<file path="src/rtl/register_multiport_pkg.sv">
// Shared constants and types for the multiport integer register file.
package register_multiport_pkg;
    localparam int unsigned REG_XLEN  = 32;
    localparam int unsigned REG_NREGS = 32;
    localparam int unsigned REG_AW    = $clog2(REG_NREGS);

    typedef logic [REG_AW-1:0]   reg_addr_t;
    typedef logic [REG_XLEN-1:0] reg_data_t;
endpackage

</file>
<file path="src/rtl/register_scoreboard.sv">
// Per-register busy vector: writes clear, bset sets, set beats clear, x0 never busy.
module register_scoreboard
    import register_multiport_pkg::*;
#(
    parameter int unsigned NREGS  = REG_NREGS,
    parameter int unsigned NWRITE = 1
) (
    input  logic                          clk,
    input  logic                          rst,
    input  logic                          bset,
    input  logic [$clog2(NREGS)-1:0]      bset_addr,
    input  logic [NWRITE-1:0]             wren,
    input  logic [NWRITE*$clog2(NREGS)-1:0] waddr,
    output logic [NREGS-1:0]              busy
);
    localparam int unsigned AW = $clog2(NREGS);

    logic [NREGS-1:0] busy_d;
    logic [NREGS-1:0] busy_q;

    // Clear on any write, then apply the set so a new producer wins the race.
    always_comb begin
        busy_d = busy_q;
        for (int j = 0; j < NWRITE; j++) begin
            if (wren[j]) begin
                busy_d[waddr[j*AW +: AW]] = 1'b0;
            end
        end
        if (bset) begin
            busy_d[bset_addr] = 1'b1;
        end
        busy_d[0] = 1'b0;
    end

    // Busy state register with synchronous active-low clear.
    always_ff @(posedge clk) begin
        if (!rst) begin
            busy_q <= '0;
        end else begin
            busy_q <= busy_d;
        end
    end

    assign busy = busy_q;
endmodule

</file>
<file path="src/rtl/register_multiport.sv">
// Multi-port register file with optional write-to-read bypass and busy scoreboard.
module register_multiport
    import register_multiport_pkg::*;
#(
    parameter int unsigned XLEN   = REG_XLEN,
    parameter int unsigned NREGS  = REG_NREGS,
    parameter int unsigned NREAD  = 2,
    parameter int unsigned NWRITE = 1,
    parameter int unsigned BYPASS = 1
) (
    input  logic                            clk,
    input  logic                            rst,
    input  logic [NREAD-1:0]                rden,
    input  logic [NREAD*$clog2(NREGS)-1:0]  raddr,
    output logic [NREAD*XLEN-1:0]           rdata,
    output logic [NREAD-1:0]                rbusy,
    input  logic [NWRITE-1:0]               wren,
    input  logic [NWRITE*$clog2(NREGS)-1:0] waddr,
    input  logic [NWRITE*XLEN-1:0]          wdata,
    input  logic                            bset,
    input  logic [$clog2(NREGS)-1:0]        bset_addr
);
    localparam int unsigned AW = $clog2(NREGS);

    logic [NREGS-1:0][XLEN-1:0] regs_d;
    logic [NREGS-1:0][XLEN-1:0] regs_q;
    logic [NREGS-1:0]           busy;

    register_scoreboard #(
        .NREGS  (NREGS),
        .NWRITE (NWRITE)
    ) u_scoreboard (
        .clk       (clk),
        .rst       (rst),
        .bset      (bset),
        .bset_addr (bset_addr),
        .wren      (wren),
        .waddr     (waddr),
        .busy      (busy)
    );

    // Ascending port order so the highest-index writer to an address wins.
    always_comb begin
        regs_d = regs_q;
        for (int j = 0; j < NWRITE; j++) begin
            if (wren[j]) begin
                regs_d[waddr[j*AW +: AW]] = wdata[j*XLEN +: XLEN];
            end
        end
        regs_d[0] = '0;
    end

    // Storage register with synchronous active-low clear.
    always_ff @(posedge clk) begin
        if (!rst) begin
            regs_q <= '0;
        end else begin
            regs_q <= regs_d;
        end
    end

    // Read muxes; outputs are forced to the cleared view while reset is asserted.
    always_comb begin
        rdata = '0;
        rbusy = '0;
        for (int i = 0; i < NREAD; i++) begin
            if (rst && rden[i] && (raddr[i*AW +: AW] != '0)) begin
                rdata[i*XLEN +: XLEN] = regs_q[raddr[i*AW +: AW]];
                rbusy[i]              = busy[raddr[i*AW +: AW]];
                if (BYPASS != 0) begin
                    for (int j = 0; j < NWRITE; j++) begin
                        if (wren[j] && (waddr[j*AW +: AW] == raddr[i*AW +: AW])) begin
                            rdata[i*XLEN +: XLEN] = wdata[j*XLEN +: XLEN];
                            rbusy[i]              = 1'b0;
                        end
                    end
                end
            end
        end
    end
endmodule

</file>
<file path="config.mk">
export PLATFORM = sky130hd
export DESIGN_NAME = register_multiport
export DESIGN_NICKNAME = d
export VERILOG_FILES = /design/src/rtl/register_multiport_pkg.sv /design/src/rtl/register_scoreboard.sv /design/src/rtl/register_multiport.sv
export SDC_FILE = /design/constraint.sdc
export NUM_CORES = 2
export LEC_CHECK = 0
export CAP_MARGIN = 20
export CORE_AREA = 2 2 321 323
export DETAILED_ROUTE_END_ITERATION = 8
export DIE_AREA = 0 0 323 325
export PLACE_DENSITY = 0.68
export RECOVER_POWER = 25
export REMOVE_ABC_BUFFERS = 1
export SLEW_MARGIN = 20
export SYNTH_ARGS = -nofsm -noshare
export SYNTH_HDL_FRONTEND = slang
export SYNTH_HIERARCHICAL = 1
export SYNTH_SLANG_ARGS = --single-unit
</file>
<file path="constraint.sdc">
create_clock -name clk -period 2.55 [get_ports clk]
set_clock_uncertainty 0.15 [all_clocks]
set_input_delay 0.255 -clock clk [delete_from_list [all_inputs] [get_ports clk]]
set_output_delay 0.255 -clock clk [all_outputs]
set_load 0.005 [all_outputs]
</file>
==> run metrics <==
initial DRC count 7739; clock buffer count from CTS 109; actual slew at the worst max-slew pin 1.15 ns; dpl hpwl 152 mm; critical-path maximum fanout 2; top cell type's share of synthesized area 0.370; Hold Violations, Final 0; top cells by count, synth nand2_1, dfxtp_1, a21boi_0; post-synthesis sequential area ratio 0.370; final wirelength 231 mm; drt via density 6.64; Inst Count DP 7690; CTS root buf clkbuf_16; RSZ-0062 raised after global routing yes; CP Launch Type flop; Synth Flop Type dfxtp_1; Setup crit end kind output port; first-pass GRT wire length 334 mm; Synth area leader dfxtp_1; CTS tree yes; count leader, synth nand2_1; GPL Wtd Cong 1.03; pwr dens 538 nW/um^2; Yosys cell types 61; Setup WS post-layout -0.447 ns; Initial Utilization 0.547; failing checks negative setup slack; initial antenna violation count 6; Overflow after GRT 0; H-tree depth 3; Layout area overhead 24.6%; Final Non-Filler Cells 7955; synthesized cell area 55400 sq um; Final period util 1.18; share of flip-flops with an asynchronous set or reset 0; Final ANT Viol Nets 0; Total Routing Usage GR 0.429; Yosys reg bits 1023; Mapped Cells 6088; # setup viols final 162; Nets 6558; Clock Path Buffers 3; die width 323 um; worst hold-check slack 0.0494 ns; drc violations 0; number of global-route vias before repair 50936; drt first pass iters 6; Crit Path Class reg -> out; layout cell share with drive strength beyond 1 0.308; Std-Cell Core Area 101000 sq um; worst path required time 2.14 ns; maximum vdd drop 0.509 mV; Min-Delay Path Class in -> reg; chip height 325 um; die area 105000 sq um; Sink Count 1023; fill cell count 7831; Worst EP arrival 2.59 ns; DR WL/cell 29.1 um; # Max-Cap Violations 0; vias post-DR 52844; r2r setup slk 1.56 ns; Tmin final 3.00 ns; clk slew on worst S/H paths 0.06 ns; synth top area cells dfxtp_1, mux4_2, nand2_1, a21boi_0, clkbuf_1; status complete, but fails checks; FP Rows 117; Post-synth EDFFs 0; Clock Latency Late Sink 0.72 ns; pin count of the biggest net entering global routing 201; syn avg cell area 9.10 sq um; Synth warnings 6; Max Transition Viols Final 0; maximum clock rate 0.334 GHz; IO buf count 123; LEAKAGE 24.1 nW; Boundary Pins 124; Worst slew margin 0.234
==> power by group <==
| group | leakage, nW | switching [mW] | internal [mW] |
|---|---|---|---|
| Combinational | 14.0 | 2.74 | 1.95 |
| Clock | 1.76 | 6.96 | 9.26 |
| Sequential | 8.34 | 0.0880 | 16.1 |
==> per-layer routing <==
layer | routed length (um) | track usage | vias up
li1 | - | - | 22279
met1 | 80400 | 0.530 | 25443
met2 | 97700 | 0.621 | 4053
met3 | 30700 | 0.122 | 1063
met4 | 22500 | 0.354 | 6
met5 | 44 | 0 | -
==> repair_timing <==
| action | in CTS | in global routing |
|---|---|---|
| buffers inserted | 69 | 15 |
| hold buffers | 2 | 0 |
| pin swaps | 174 | 108 |
| endpoints found under the hold margin | 29 | 0 |
| resized for setup | 677 | 156 |
| endpoints found under the setup margin | 66 | 180 |
| cloned | 2 | 2 |
==> kinds of logic after synthesis <==
logic type	share of synthesized area
multiplexers	0.210
other	0.0000677
AND/OR/NAND/NOR	0.166
flip-flops	0.370
buffers and inverters	0.0562
XOR/XNOR	0.00158
AO/OA/AOI/OAI	0.197
==> cell type report <==
| class | instances | area [sq um] | area share |
|---|---|---|---|
| Multi-Input combinational cell | 4406 | 33600 | 0.487 |
| Timing Repair Buffer | 955 | 9390 | 0.136 |
| Sequential cell | 1023 | 20700 | 0.300 |
| Antenna cell | 1 | 2.50 | 0.0000363 |
| Inverter | 5 | 18.8 | 0.000272 |
| Tap cell | 1368 | 1710 | 0.0248 |
| Clock inverter | 31 | 327 | 0.00473 |
| Clock buffer | 166 | 3260 | 0.0472 |
==> sequential cells by signal, summed over array words and instances, names as in the netlist <==
name               count
regs_q               992
u_scoreboard/busy     31
==> stage by stage <==
stage | setup WS, ns | setup TNS [ns] | utilization | total power, mW | cell area (sq um)
3_5_place_dp | -1.14 | -89.29 | 0.626 | 20.8 | 63500
3_3_place_gp | -1.19 | -77.88 | 0.626 | 20.8 | 63500
2_1_floorplan | -1.29 | -49.90 | - | 17.8 | 52300
6_report | -0.447 | -24.99 | 0.681 | 37.1 | 69000
5_1_grt | -0.457 | -38.64 | 0.681 | 37.8 | 69000
4_1_cts | -0.442 | -15.74 | 0.679 | 36.8 | 68800
==> final timing paths <==
check	from	to	depth (start not counted)
worst max-delay path	u_scoreboard/busy[15]	rbusy[0]	6
worst max register to register	regs_q[763]	regs_q[763]	4
worst min-delay path	waddr[1]	u_scoreboard/busy[8]	5
worst min register to register	regs_q[120]	regs_q[120]	2
==> layout by cell type (no fill, tap or decap), drive strengths merged, types with 68 or more instances in the layout <==
master,synthesis,layout
buf,215,868
dfxtp,1023,1023
mux2,68,68
mux4,427,427
clkbuf,439,207
nand2,2066,2066
a221oi,82,82
o22ai,68,68
mux2i,122,122
nor2,113,113
a21boi,992,992
==> critical path: stages (launching register included) <==
cell and delay [ns]:
dfxtp_2 0.33, mux4_2 0.47, mux4_2 0.55, mux2i_4 0.21
buf_6 0.16, nor2_2 0.04, buf_2 0.13
Note: power is estimated with default switching activity, not from simulation.
